**src/rtl/xcvr_reset_seq.sv**
```systemverilog
// Transceiver PHY reset sequencer: independent TX and RX channel FSMs plus a shared recovery counter.
// Build macro XCVR_RST_TIMEOUT_EN adds per-channel timeout counters and the ERROR state.

module XcvrResetChan #(
  parameter int HOLD_CYCLES    = 16,
  parameter int TIMEOUT_CYCLES = 4096,
  parameter int CNT_W          = 16
) (
  input  logic       i_clk,
  input  logic       i_reset,
  input  logic       i_req,
  input  logic       i_lock,
  input  logic       i_ack,
  input  logic       i_ready,
  output logic       o_phy_reset,
  output logic       o_done,
  output logic       o_err,
  output logic [2:0] o_state,
  output logic       o_recov
);

  typedef enum logic [2:0] {
    ST_ASSERT     = 3'd1,
    ST_HOLD       = 3'd2,
    ST_RELEASE    = 3'd3,
    ST_WAIT_READY = 3'd4,
    ST_READY      = 3'd5,
    ST_ERROR      = 3'd6
  } state_t;

  if (HOLD_CYCLES < 1 ||
      (64'd1 << CNT_W) <= 64'(TIMEOUT_CYCLES) ||
      (64'd1 << CNT_W) <= 64'(HOLD_CYCLES)) begin : g_bad_params
    $error("xcvr_reset_seq: HOLD_CYCLES must be >= 1 and both counts must fit in CNT_W bits");
  end

  state_t           r_state;
  state_t           w_nextState;
  logic [CNT_W-1:0] r_holdCnt;
  logic [CNT_W-1:0] w_holdCntNext;
  logic             r_phyReset;
  logic             r_done;
  logic             w_tmoExpired;
  logic             w_reqRise;

`ifdef XCVR_RST_TIMEOUT_EN
  logic [CNT_W-1:0] r_tmoCnt;
  logic             r_reqQ;
  logic             r_err;

  assign w_tmoExpired = (r_tmoCnt == CNT_W'(TIMEOUT_CYCLES - 1));
  assign w_reqRise    = i_req & ~r_reqQ;
  assign o_err        = r_err;

  // Timeout restarts on every state change and only runs in the ack/ready wait states.
  always_ff @(posedge i_clk) begin
    if (i_reset) begin
      r_tmoCnt <= '0;
      r_reqQ   <= 1'b0;
      r_err    <= 1'b0;
    end else begin
      r_reqQ <= i_req;
      r_err  <= (w_nextState == ST_ERROR);
      if (w_nextState != r_state)
        r_tmoCnt <= '0;
      else if (r_state inside {ST_ASSERT, ST_RELEASE, ST_WAIT_READY})
        r_tmoCnt <= r_tmoCnt + 1'b1;
      else
        r_tmoCnt <= '0;
    end
  end
`else
  assign w_tmoExpired = 1'b0;
  assign w_reqRise    = 1'b0;
  assign o_err        = 1'b0;
`endif

  always_comb begin
    w_nextState   = r_state;
    w_holdCntNext = r_holdCnt;
    o_recov       = 1'b0;
    case (r_state)
      ST_ASSERT: begin
        if (i_ack) begin
          w_nextState   = ST_HOLD;
          w_holdCntNext = CNT_W'(HOLD_CYCLES - 1);
        end else if (w_tmoExpired) begin
          w_nextState = ST_ERROR;
        end
      end
      ST_HOLD: begin
        if (r_holdCnt != '0)
          w_holdCntNext = r_holdCnt - 1'b1;
        else if (!i_req && i_lock)
          w_nextState = ST_RELEASE;
      end
      ST_RELEASE: begin
        if (i_req)
          w_nextState = ST_ASSERT;
        else if (!i_ack)
          w_nextState = ST_WAIT_READY;
        else if (w_tmoExpired)
          w_nextState = ST_ERROR;
      end
      ST_WAIT_READY: begin
        if (i_req)
          w_nextState = ST_ASSERT;
        else if (i_ready)
          w_nextState = ST_READY;
        else if (w_tmoExpired)
          w_nextState = ST_ERROR;
      end
      ST_READY: begin
        if (i_req) begin
          w_nextState = ST_ASSERT;
        end else if (!i_ready) begin
          w_nextState = ST_ASSERT;
          o_recov     = 1'b1;
        end
      end
      ST_ERROR: begin
        if (w_reqRise)
          w_nextState = ST_ASSERT;
      end
      default: w_nextState = ST_ASSERT;
    endcase
  end

  // Flags are decoded from the next state so they update on the same edge as the state.
  always_ff @(posedge i_clk) begin
    if (i_reset) begin
      r_state    <= ST_ASSERT;
      r_holdCnt  <= '0;
      r_phyReset <= 1'b1;
      r_done     <= 1'b0;
    end else begin
      r_state    <= w_nextState;
      r_holdCnt  <= w_holdCntNext;
      r_phyReset <= (w_nextState inside {ST_ASSERT, ST_HOLD, ST_ERROR});
      r_done     <= (w_nextState == ST_READY);
    end
  end

  assign o_phy_reset = r_phyReset;
  assign o_done      = r_done;
  assign o_state     = r_state;

endmodule

module xcvr_reset_seq #(
  parameter int HOLD_CYCLES    = 16,
  parameter int TIMEOUT_CYCLES = 4096,
  parameter int CNT_W          = 16
) (
  input  logic       i_clk,
  input  logic       i_reset,
  input  logic       i_tx_req,
  input  logic       i_rx_req,
  input  logic       i_tx_pll_locked,
  input  logic       i_rx_is_lockedtoref,
  input  logic       i_tx_reset_ack,
  input  logic       i_tx_ready,
  input  logic       i_rx_reset_ack,
  input  logic       i_rx_ready,
  output logic       o_phy_tx_reset,
  output logic       o_phy_rx_reset,
  output logic       o_tx_done,
  output logic       o_rx_done,
  output logic       o_tx_err,
  output logic       o_rx_err,
  output logic [2:0] o_tx_state,
  output logic [2:0] o_rx_state,
  output logic [7:0] o_recov_cnt
);

  logic       w_txRecov;
  logic       w_rxRecov;
  logic       w_rxLock;
  logic [8:0] w_recovSum;
  logic [7:0] r_recovCnt;

  // RX may only leave HOLD once TX has fully come up.
  assign w_rxLock = i_rx_is_lockedtoref & o_tx_done;

  XcvrResetChan #(
    .HOLD_CYCLES   (HOLD_CYCLES),
    .TIMEOUT_CYCLES(TIMEOUT_CYCLES),
    .CNT_W         (CNT_W)
  ) u_txChan (
    .i_clk      (i_clk),
    .i_reset    (i_reset),
    .i_req      (i_tx_req),
    .i_lock     (i_tx_pll_locked),
    .i_ack      (i_tx_reset_ack),
    .i_ready    (i_tx_ready),
    .o_phy_reset(o_phy_tx_reset),
    .o_done     (o_tx_done),
    .o_err      (o_tx_err),
    .o_state    (o_tx_state),
    .o_recov    (w_txRecov)
  );

  XcvrResetChan #(
    .HOLD_CYCLES   (HOLD_CYCLES),
    .TIMEOUT_CYCLES(TIMEOUT_CYCLES),
    .CNT_W         (CNT_W)
  ) u_rxChan (
    .i_clk      (i_clk),
    .i_reset    (i_reset),
    .i_req      (i_rx_req),
    .i_lock     (w_rxLock),
    .i_ack      (i_rx_reset_ack),
    .i_ready    (i_rx_ready),
    .o_phy_reset(o_phy_rx_reset),
    .o_done     (o_rx_done),
    .o_err      (o_rx_err),
    .o_state    (o_rx_state),
    .o_recov    (w_rxRecov)
  );

  // Both channels can lose ready on the same cycle, so the counter may step by two.
  assign w_recovSum = {1'b0, r_recovCnt} + {8'd0, w_txRecov} + {8'd0, w_rxRecov};

  always_ff @(posedge i_clk) begin
    if (i_reset)
      r_recovCnt <= 8'd0;
    else
      r_recovCnt <= (w_recovSum > 9'd255) ? 8'hFF : w_recovSum[7:0];
  end

  assign o_recov_cnt = r_recovCnt;

endmodule

```
**config.mk**
```make
export PLATFORM = sky130hd
export DESIGN_NAME = xcvr_reset_seq
export DESIGN_NICKNAME = d
export VERILOG_FILES = /design/src/rtl/xcvr_reset_seq.sv
export SDC_FILE = /design/constraint.sdc
export NUM_CORES = 1
export LEC_CHECK = 0
export BUFFER_PORTS_ARGS = -buffer_cell sky130_fd_sc_hd__buf_2
export CAP_MARGIN = 10
export CORE_ASPECT_RATIO = 1.75
export CORE_MARGIN = 2
export CORE_UTILIZATION = 58
export DETAILED_ROUTE_END_ITERATION = 10
export PLACE_DENSITY_LB_ADDON = 0.25
export SLEW_MARGIN = 20
export SYNTH_ARGS = -nofsm -noshare
export SYNTH_HDL_FRONTEND = slang
export SYNTH_SLANG_ARGS = --single-unit
```
**constraint.sdc**
```tcl
create_clock -name i_clk -period 3.2 [get_ports i_clk]
set_input_delay 0.16 -clock i_clk [delete_from_list [all_inputs] [get_ports i_clk]]
set_output_delay 0.16 -clock i_clk [all_outputs]
set_load 0.02 [all_outputs]
```
After elaboration in Yosys (flattened, before gate mapping)
Index checks and enable logic that the tools add are counted.

Flip-flop bits (word level): 50. Input port bits: 10.

Bitwise gates (word level): 1. Eq/ne operators: 24. Reductions and logical operators: 12. $add $sub $neg: 4. Mux-type cells: 33. Order comparisons: 1.

Operators by type and width (number): 16-bit two-way mux (4); 16-bit case mux with 2 select lines (2); 3-bit two-way mux (18); 3-bit case mux with 6 select lines (2); 16-bit nonzero test (2); 16-bit by 1-bit subtractor with 16-bit output, second input constant (2); 3-bit equality test, second input constant (10); 3-bit by 2-bit equality test with 1-bit output, second input constant (6); 3-bit by 1-bit equality test with 1-bit output, second input constant (4); 8-bit by 1-bit adder with 9-bit output (1); 9-bit by 1-bit adder with 9-bit output (1); 9-bit by 8-bit > comparator with 1-bit output, second input constant (1); 8-bit two-way mux (1); 1-bit two-way mux (6); 3-bit AND reduction (2); 3-bit nonzero test (2); 2-bit by 1-bit inequality test with 1-bit output, second input constant (2); 2-bit inequality test, second input constant (2); 2-bit nonzero test (2); 1-bit logical AND (2); 1-bit zero test (2); 1-bit bitwise AND (1).

Depth between registers and ports, before layout
Gate-level depths: netlist (run 1).

Word-level depth: 7. Depth in mapped cells: 11. Mapped depth without buffers: 10.

Modules after synthesis
Synthesis (run 1) repeated with hierarchy kept, for this count alone.

Cells, all modules: 307. Area total of the unflattened synthesis: 2730.1 um^2.

Modules (own cells, without submodules): XcvrResetChan (times used 2, cells an instance 134, area an instance 1173.6 um^2, seq. area each 420.4 um^2); xcvr_reset_seq (times used 1, cells an instance 39, area an instance 382.9 um^2, seq. area each 160.2 um^2).

Worst setup path after synthesis (run 1)
Ideal clock, no wire load.

Path kind: register -> register. Start point: reg u_txChan.r_state[2] (netlist: u_txChan.o_state[2]). End point: reg r_recovCnt[7] (netlist: o_recov_cnt[7]). Buffers on the path: 1. Arrival: 2570 ps. Required time: 3072 ps. Slack: 503 ps. Cell stages (with the launch flop): 10. Cell sequence: dfxtp_1 buf_2 nand2b_1 or4b_2 fa_1 and3b_1 nand3_1 or2_2 mux2i_1 nor2_1.

Cells in the longest elaborated chain, start to end: 6.

Ends and longest elaborated chain: from (decl) (line 37) `state_t r_state;`; from (signal assigned) (line 137) `r_state <= w_nextState;`; 3-bit equality test (*) (line 82) `case (r_state)`; 1-bit two-way mux (*) (line 82); 8-bit by 1-bit adder with 9-bit output (*) (line 222) `assign w_recovSum = {1'b0, r_recovCnt} + {8'd0, w_txRecov} + {8'd0, w_rxRecov};`; 9-bit by 1-bit adder with 9-bit output (*) (line 222); 9-bit by 8-bit > comparator with 1-bit output (line 228) `r_recovCnt <= (w_recovSum > 9'd255) ? 8'hFF : w_recovSum[7:0];`; 8-bit two-way mux (*) (line 228); to (signal assigned) (line 228); to (decl) (line 180) `logic [7:0] r_recovCnt;`.

Every way passes the cells marked *; elsewhere a longest branch is shown, timed or not. A chain may end at the register's enable or synchronous reset.

Final worst setup path (run 1)
Start point: reg u_txChan.r_state[2] (netlist: u_txChan.o_state[2]). End point: reg r_recovCnt[0] (netlist: o_recov_cnt[0]).

Same word-level chain as after synthesis.

==> results of run 1 <==
-- area by class of cell --
| cell class | instances | area (um^2) |
|---|---|---|
| Timing Repair Buffer | 29 | 150 |
| Clock inverter | 3 | 25.0 |
| Fill cell | 397 | 1510 |
| Multi-Input combinational cell | 228 | 1500 |
| Tap cell | 51 | 63.8 |
| Inverter | 11 | 41.3 |
| Clock buffer | 5 | 68.8 |
| Sequential cell | 50 | 1000 |
-- sequential cells by signal (all words and copies together), names as in the netlist --
signal                count
u_txChan.o_done           1
u_txChan.o_state          3
u_txChan.o_phy_reset      1
u_rxChan.o_phy_reset      1
u_rxChan.o_state          3
u_txChan.r_holdCnt       16
u_rxChan.o_done           1
o_recov_cnt               8
u_rxChan.r_holdCnt       16
-- worst reg2reg max path: cells and delay by family, from the launching register on --
kind / cells / cell delay (ns)
adder cells (fa/ha/maj): 2 / 0.56
buffers and inverters: 1 / 0.07
AO/OA/AOI/OAI: 1 / 0.20
AND/OR/NAND/NOR: 5 / 1.39
flip-flops: 1 / 0.52
-- final timing paths --
check	startpoint	to	cells after the start
setup / recovery	u_txChan.o_state[2]	o_recov_cnt[0]	9
hold reg to reg	u_txChan.r_holdCnt[4]	u_txChan.r_holdCnt[4]	2
hold / removal	i_tx_reset_ack	u_txChan.o_state[1]	3
setup reg to reg	u_txChan.o_state[2]	o_recov_cnt[0]	9
-- cell usage after synthesis, drive strengths merged (2+ instances only) --
cell type / number / share of area, %
nand2: 14 / 2.0
buf: 6 / 1.3
o21ai: 6 / 1.2
clkbuf: 8 / 1.2
a311oi: 2 / 0.67
nor3b: 5 / 1.9
or2: 7 / 1.7
or3b: 2 / 0.67
ha: 5 / 2.4
or4b: 2 / 0.77
nor2b: 4 / 0.96
inv: 11 / 1.6
a31oi: 4 / 0.96
a21oi: 18 / 3.5
nand4: 3 / 0.72
dfxtp: 50 / 38
nor2: 41 / 5.9
nand3: 10 / 1.9
nand2b: 6 / 1.4
and2: 3 / 0.72
and3: 6 / 1.4
a211oi: 9 / 2.6
o31ai: 3 / 0.87
xnor2: 17 / 5.7
nand4b: 3 / 1.0
or3: 2 / 0.67
nand3b: 3 / 0.87
nor3: 11 / 2.5
nor4: 10 / 2.4
o2111ai: 2 / 0.91
xor2: 10 / 3.4
a211o: 2 / 0.67
-- cell families (layout without fill, tap and decap cells) --
group,Yosys count,after routing
buf+inv,25,48
mux,1,1
other cells,1,2
xor+xnor,27,27
fa+ha+maj,6,6
compound gates,54,54
simple gates,138,138
flops,50,50
-- power groups by stage --
stage | combinational (W) | sequential, W | clock (W)
finish | 0.000379 | 0.000707 | 0.000380
global route | 0.000422 | 0.000713 | 0.000416
CTS | 0.000379 | 0.000706 | 0.000391
detailed placement | 0.000377 | 0.000720 | 0
global placement | 0.000374 | 0.000718 | 0
floorplan | 0.000296 | 0.000713 | 0
-- per-layer routing --
layer	global-route usage (%)	up-vias
met1	22.4	1033
met4	11.5	0
met2	44.9	24
li1	-	1111
met5	0	-
met3	4.68	12
-- metrics by stage --
| stage | total power (W) | hold WS [ns] | util, % |
|---|---|---|---|
| 3_5_place_dp | 0.00110 | 0.474 | 63.2 |
| 5_1_grt | 0.00155 | 0.280 | 65.3 |
| 2_1_floorplan | 0.00101 | 0.376 | - |
| 3_3_place_gp | 0.00109 | 0.467 | 63.2 |
| 4_1_cts | 0.00148 | 0.252 | 65.3 |
| 6_report | 0.00147 | 0.255 | 65.3 |
-- cell usage in the layout, fill, tap and decap left out, types with 4 or more instances in the layout --
cell / netlist / layout
dfxtp_1: 50 / 50
nor2_1: 41 / 41
buf_2: 4 / 27
a21oi_1: 18 / 18
xnor2_1: 17 / 17
nand2_1: 14 / 14
inv_1: 11 / 11
nand3_1: 10 / 10
xor2_1: 10 / 10
nor4_1: 10 / 9
a211oi_1: 9 / 9
nor3_1: 9 / 9
or2_2: 7 / 7
nand2b_1: 6 / 6
and3_1: 6 / 6
o21ai_0: 6 / 6
ha_1: 5 / 5
clkbuf_8: 0 / 5
nor2b_1: 4 / 4
nor3b_1: 4 / 4
a31oi_1: 4 / 4
==> results.tsv, run 1 <==
metric	value	unit
regToRegSetupSlack	0.40	ns
hpwl	4230	um
cts_max_level	2	
p_comb_share	25.9	%
netSwitchingFraction	33.4	%
place_inst	369	
totalWireLength	5450	um
status	complete, no violations	
overflow	0	
yosysWarnings	0	
async_flop_share	0	%
path_common_cell	and3_1	
met1_length	2070	um
timing.final.ws_setup	0.396	ns
vias_per_cell	5.78	
report.final.slew_viol_count	0	
wl_met2	3100	um
cp_top_family	simple AND/OR/NAND/NOR gates	
numCtsBuffers	5	
cts_hold_buf	0	
postPlaceCellArea	2760	um^2
fin_crit	2.80	ns
max_stage_delay	0.64	ns
grt_usage	23.9	%
area_growth	9.67	%
drc	0	
syn_area_per_cell	8.61	um^2
critPathCaptureType	register	
routed-wl-met3	130	um
wire_per_inst	14.4	um
ys_seq_elements	50	
synth_compound_area_share	14.1	%
finalSetupViolCount	0	
grt_pass1_vias	2184	
hold_path_class	primary input to register	
post_cts_buffers	0	
yosys.area_share.simple	30.5	%
io_pins	30	
cp.arrival	3.04	ns
synth_adder_area_share	3.18	%
path_cells	nand2b_1, or4b_2, fa_1, inv_1, ha_1, and3_1, and3_1, nand3_1, a21oi_1	
synthCells	302	
drtPass1Iterations	4	
grt_setup_unrepaired	false	
fin_crit_sh	87.6	%
topRoutingLayerUsed	met4	
max_slew_margin	47.3	%
grt_antenna_before_repair	0	
ant_nets	0	
numPortBuffers	27	
ctsLongestPathBuffers	2	
die_w	54.6	um
cp_max_fo	9	
clkSinkCount	50	
seqPwrFrac	48.2	%
ir_drop	0.419	mV
chipHeight	92.6	um
crit_path_start_kind	register	
clock.fmax	0.357	GHz
ys.flop_type	dfxtp_1	
cp.required	3.44	ns
p_sw	0.000489	W
synth_mux_area_share	0.385	%
crit_buf_inv	1	
dp_slack	0.431	ns
p_leak	1.10	nW
synth_top_family_by_area	simple AND/OR/NAND/NOR gates	
yosys.area_share.xor_xnor	9.10	%
fin_nets	341	
cts_root_buffer	clkbuf_8	
tritoncts	done	
final_cells	377	
start_util	59.6	%
tightestPinTransition	0.783	ns
clk_pin_slew	0.10	ns
grt_max_degree	27	
insertion_delay	0.31	ns
tns	0	ns
intPower	0.000976	W
final_area	2850	um^2
cap_violations	0	
crit_type	register to register	
num_vias	2180	
post_cts_resized	0	
final-hold-violation-count	0	
ys_types	55	
clock-skew-final	0.00807	ns
antenna_cells	0	
grt_pass1_wl	9050	um
die-area	5060	um^2
clockPowerShare	25.9	%
synth_edf_count	0	
drive_gt1_share	17.8	%
row_count	32	
gp_congestion	0.812	
synthesis.area	2600	um^2
synth_seq_area_share	38.5	%
drt_iter0_drc	16	
cpMaxStageDelayCell	or4b_2	
cellPowerDensity	514	nW/um^2
core_area	4360	um^2
(Power assumes the default switching activity.)
==> run 2, diff against run 1 <==
- ABC_AREA: not set -> 1
- CORE_UTILIZATION: 58 -> 60
==> run 2 against run 1 <==
  * Maximum frequency rose by 12%
  * Power up 15%
  * Sequential power about the same
  * Critical path depth rose by 3
  * Via count grew 44%
  * Die area is 18% higher
  * Utilization up 0.45 points
  * Non-clock buffer count decreased by 1
  * Flip-flop and latch count did not move
  * Register-to-register slack improved by 0.30 ns
  * Critical path type unchanged
  * Largest cell class unchanged
  * Largest power group unchanged
==> results.tsv, run 2 <==
metric	value	unit	change
grt_max_degree	23		-15%
ctsLongestPathBuffers	2		unchanged
cts_root_buffer	clkbuf_8		
antenna_cells	0		unchanged
ys_types	36		-35%
numCtsBuffers	5		unchanged
num_vias	3150		+44%
post_cts_resized	0		unchanged
globalRouteMet2Util	52.8	%	+7.9 points
nFillCells	502		+26%
grt_pass1_vias	3023		+38%
drc	0		unchanged
numPortBuffers	27		unchanged
regArea	1000	um^2	unchanged
clkSinkCount	50		unchanged
p_total	0.00169	W	+15%
area_growth	7.20	%	
die-area	5950	um^2	+18%
crit_path_start_kind	register		
p_leak	1.58	nW	+44%
tritoncts	done		
critPathCaptureType	register		
fin_nets	543		+59%
cellPowerDensity	492	nW/um^2	-4.2%
synth_edf_count	0		unchanged
syn_area_per_cell	6.37	um^2	-26%
synthCells	502		+66%
hpwl	5790	um	+37%
chipHeight	101	um	+8.7%
cts_max_level	2		unchanged
cp.arrival	2.74	ns	-0.30 ns
finalSetupViolCount	0		unchanged
core_area	5210	um^2	+19%
synth.largest_area_cell	dfxtp_1		
final-hold-violation-count	0		unchanged
overflow	0		unchanged
synth_top_area_share	31.3	%	-7.2 points
grt_antenna_before_repair	0		unchanged
use_met1	24.7	%	+2.3 points
multi_input_area	1910	um^2	+27%
ys_seq_elements	50		unchanged
clk_pin_slew	0.09	ns	about the same
tns	0	ns	unchanged
start_util	61.4	%	+1.8 points
timing.final.ws_setup	0.701	ns	+0.305 ns
totalWireLength	7500	um	+38%
vias_per_cell	5.40		-6.6%
post_cts_buffers	0		unchanged
status	complete, no violations		
die_w	59.2	um	+8.4%
async_flop_share	0	%	unchanged
yosysWarnings	0		unchanged
final_common_cell	nand2_1		
crit_type	register to register		
final_area	3430	um^2	+20%
fin_crit_sh	78.1	%	-9.5 points
ir_drop	0.329	mV	-22%
drt_iter0_drc	146		+130
drive_gt1_share	14.2	%	-3.6 points
ant_nets	0		unchanged
wire_per_inst	12.9	um	-11%
dp_slack	0.713	ns	+0.282 ns
report.final.slew_viol_count	0		unchanged
io_pins	30		unchanged
postPlaceCellArea	3340	um^2	+21%
insertion_delay	0.31	ns	about the same
drtPass1Iterations	4		unchanged
cap_violations	0		unchanged
gp_congestion	0.970		+19%
synth_area_leaders	dfxtp_1, nand2_1, nor2_1		
grt_usage	26.9	%	+3.0 points
row_count	35		+9.4%
fin_crit	2.50	ns	-0.305 ns
gr-usage-met3	3.08	%	-1.6 points
ys.flop_type	dfxtp_1		
busiest_layer	met2		
synthTopCellsByCount	nand2_1, nor2_1, nand3_1, inv_1, dfxtp_1		
final_cell_mix	nand2_1, nor2_1, nand3_1		
clock.fmax	0.400	GHz	+12%
yosysMostFrequentCell	nand2_1		
synthesis.area	3200	um^2	+23%
grt_pass1_wl	12500	um	+38%
clock-skew-final	0.0111	ns	+0.00304 ns
cp_max_fo	7		-2
cts_hold_buf	0		unchanged
cp.required	3.44	ns	about the same
synth_seq_area_share	31.3	%	-7.2 points
grt_setup_unrepaired	false		
hold_path_class	primary input to register		
## run 2: layer usage
layer	up-vias	routed length (um)
met3	23	129
li1	1635	-
met4	0	327
met1	1446	2680
met2	46	4360
met5	-	0
## run 2: cells by family after synthesis
family	Yosys count	synth area share, %
buf+inv	68	9.04
xor+xnor	11	3.01
simple gates	318	44.6
flops	50	31.3
fa+ha+maj	6	2.58
other cells	1	0.117
compound gates	48	9.35
## run 2: final timing paths
kind,startpoint,to,slack (ns),cells past startpoint
setup reg to reg,u_rxChan.o_state[1],o_recov_cnt[5],0.70,12
hold reg to reg,u_rxChan.r_holdCnt[6],u_rxChan.r_holdCnt[6],0.51,2
hold / removal,i_reset,u_txChan.r_holdCnt[0],0.25,2
setup / recovery,u_rxChan.o_state[1],o_recov_cnt[5],0.70,12
## run 2: power breakdown
| group | switching, W | internal [W] | total (W) |
|---|---|---|---|
| Combinational | 0.000405 | 0.000200 | 0.000605 |
| Clock | 0.000222 | 0.000154 | 0.000376 |
| Sequential | 0.0000451 | 0.000662 | 0.000707 |
## run 2: through the flow
stage / std cells / hold WS (ns) / util [%]
floorplan: 503 / 0.404 / -
global placement: 575 / 0.480 / 64.1
detailed placement: 575 / 0.497 / 64.1
CTS: 583 / 0.245 / 65.8
global route: 583 / 0.263 / 65.8
finish: 583 / 0.252 / 65.8
## run 2: area by class of cell
cell class / instances / share of cell area, %
clock buffers: 5 / 2.01
multi-input cells: 385 / 55.8
repair buffers: 28 / 4.16
flip-flops and latches: 50 / 29.2
well taps: 55 / 2.01
clock inverters: 3 / 0.620
inverters: 57 / 6.24
## run 2: worst max-delay path, stage by stage (launching register included)
cell and delay (ns):
dfxtp_1 0.38, inv_1 0.14, nand3_1 0.12, or2_2 0.33, fa_1 0.45, inv_1 0.08
ha_1 0.17, nand3_1 0.11, nor2_1 0.11, nand2_1 0.07, nor2_1 0.13, nand2_1 0.17
a21oi_1 0.19
==> run 3, diff against run 2 <==
- clock period: 3.2 -> 2.32 ns (I/O delays scaled with it)
==> run 3 against run 2 <==
  * Count of clock-buffer cells in the layout stayed put
  * Sequential share of layout area is 0.93 points lower
  * Wire length up 2.7%
  * Flip-flop and latch count is the same
  * Worst setup slack got worse by 0.54 ns
  * Critical path depth stayed put
  * Cell count is 1.5% higher
  * Via count is 1.4% higher
  * Largest power group unchanged
  * Worst hold slack got worse by 0.072 ns
  * Utilization increased by 2.3 points
  * Non-clock buffer count up 9
  * Design area grew 3.4%
==> results.tsv, run 3 (same netlist as run 2, synthesis figures left out) <==
metric	value	unit	change
final_area	3550	um^2	+3.4%
ir_drop	0.408	mV	+24%
reg2reg_to	o_recov_cnt[1]		
regArea	1000	um^2	+0.12%
nFillCells	471		-6.2%
ant_nets	0		unchanged
r2r_cells	12		unchanged
p_leak	1.66	nW	+5.0%
hpwl	5940	um	+2.6%
ctsLongestPathBuffers	2		unchanged
clkSinkCount	50		unchanged
fin_crit_sh	93.3	%	+15 points
tritoncts	done		
final_cell_mix	nand2_1, nor2_1, nand3_1		
numCtsBuffers	5		unchanged
clock.fmax	0.462	GHz	+16%
cp_max_fo	6		-1
p_sw	0.000933	W	+39%
io_pins	30		unchanged
final_cells	592		+1.5%
place_inst	583		+1.4%
seqPwrFrac	39.1	%	-2.8 points
drc	0		unchanged
fin_crit	2.16	ns	-0.336 ns
drive_gt1_share	16.9	%	+2.7 points
p_comb_share	35.5	%	-0.3 points
cts_hold_buf	0		unchanged
cts_max_level	2		unchanged
multi_input_area	1940	um^2	+1.4%
die_w	59.2	um	unchanged
cap_violations	0		unchanged
clockPowerShare	25.4	%	+3.1 points
grt_usage	27.1	%	+0.19 points
netSwitchingFraction	37.9	%	-1.9 points
drt_iter0_drc	146		unchanged
overflow	0		unchanged
chipHeight	101	um	unchanged
cellPowerDensity	694	nW/um^2	+41%
grt_antenna_before_repair	0		unchanged
numPortBuffers	27		unchanged
vias_per_cell	5.40		-0.14%
cp.arrival	2.40	ns	-0.34 ns
final_common_cell	nand2_1		
regToRegSetupSlack	0.16	ns	-0.54 ns
gp_congestion	0.958		-1.2%
worst_hold_slack	0.180	ns	-0.0723 ns
report.final.slew_viol_count	0		unchanged
antenna_cells	0		unchanged
intPower	0.00153	W	+50%
row_count	35		unchanged
fin_nets	552		+1.7%
insertion_delay	0.31	ns	about the same
die-area	5950	um^2	unchanged
worstHoldEndpoint	u_txChan.r_holdCnt[1]		
final-hold-violation-count	0		unchanged
totalWireLength	7710	um	+2.7%
grt_pass1_vias	3017		-0.20%
num_vias	3194		+1.4%
crit_type	register to register		
r2r-start	u_rxChan.o_state[1]		
cts_root_buffer	clkbuf_8		
status	complete, no violations		
drtPass1Iterations	4		unchanged
hold_path_class	primary input to register		
cp.required	2.55	ns	-0.89 ns
crit_path_start_kind	register		
area_growth	10.9	%	
wire_per_inst	13.0	um	+1.1%
whs_path_depth	2		unchanged
grt_pass1_wl	12600	um	+0.50%
clk_pin_slew	0.09	ns	about the same
critPathCaptureType	register		
clock-skew-final	0.0133	ns	+0.00221 ns
min_from	i_reset		
postPlaceCellArea	3400	um^2	+1.8%
finalSetupViolCount	0		unchanged
start_util	61.4	%	unchanged
core_area	5210	um^2	unchanged
grt_max_degree	27		+17%
run 3: power groups by stage:
stage | clock [W] | combinational (W) | sequential (W)
detailed placement | 0 | 0.000865 | 0.000980
global route | 0.000667 | 0.000981 | 0.000968
global placement | 0 | 0.000848 | 0.000979
finish | 0.000626 | 0.000874 | 0.000961
floorplan | 0 | 0.000673 | 0.000998
CTS | 0.000640 | 0.000868 | 0.000961
run 3: worst max path at each step:
stage                                    from  depth (start not counted)        endpoint
after floorplan           u_rxChan.o_state[0]                         11  o_recov_cnt[5]
after global placement    u_rxChan.o_state[1]                         12  o_recov_cnt[5]
after detailed placement  u_rxChan.o_state[1]                         12  o_recov_cnt[1]
after CTS                 u_rxChan.o_state[1]                         12  o_recov_cnt[1]
after global routing      u_rxChan.o_state[1]                         12  o_recov_cnt[1]
final                     u_rxChan.o_state[1]                         12  o_recov_cnt[1]
run 3: repair_timing:
action,4_1_cts,5_1_grt
gates resized for setup,1,7
pin swaps,0,1
setup endpoints to repair,1,7
gates cloned,0,0
buffers inserted,0,1
run 3: cell type report:
| class | instances | share of cell area, % |
|---|---|---|
| multi-input combinational | 385 | 54.7 |
| sequential | 50 | 28.3 |
| inverter | 57 | 6.03 |
| timing repair buffer | 37 | 5.93 |
| clock buffer | 5 | 1.94 |
| tap | 55 | 1.94 |
| clock inverter | 3 | 1.24 |
run 3: worst max-delay path: stages, from the launching register on:
cell	delay [ns]
dfxtp_1	0.32
inv_1	0.08
nand3_1	0.11
or2_4	0.27
fa_2	0.36
inv_1	0.06
ha_1	0.18
nand3_1	0.11
nor2_1	0.11
nand2_1	0.08
nor2_2	0.17
nand2_4	0.10
a21oi_1	0.14
run 3: metal layers:
layer	vias up	global-route usage (%)	wire length, um	part of all wire [%]
met5	-	0	0	0
met4	0	14.0	325	4.2
met3	28	3.34	160	2.1
met2	67	54.0	4370	57
met1	1446	24.6	2850	37
li1	1653	-	-	-
run 3: through the flow:
stage | utilization (%) | TNS (ns) | setup WS, ns | total power, W
after detailed placement | 65.2 | 0 | 0.0216 | 0.00184
final | 68.0 | 0 | 0.157 | 0.00246
after global routing | 68.0 | -0.0412 | -0.0177 | 0.00262
after global placement | 65.2 | 0 | 0.0960 | 0.00183
after CTS | 67.4 | 0 | 0.0196 | 0.00247
after floorplan | - | 0 | 0.0354 | 0.00167
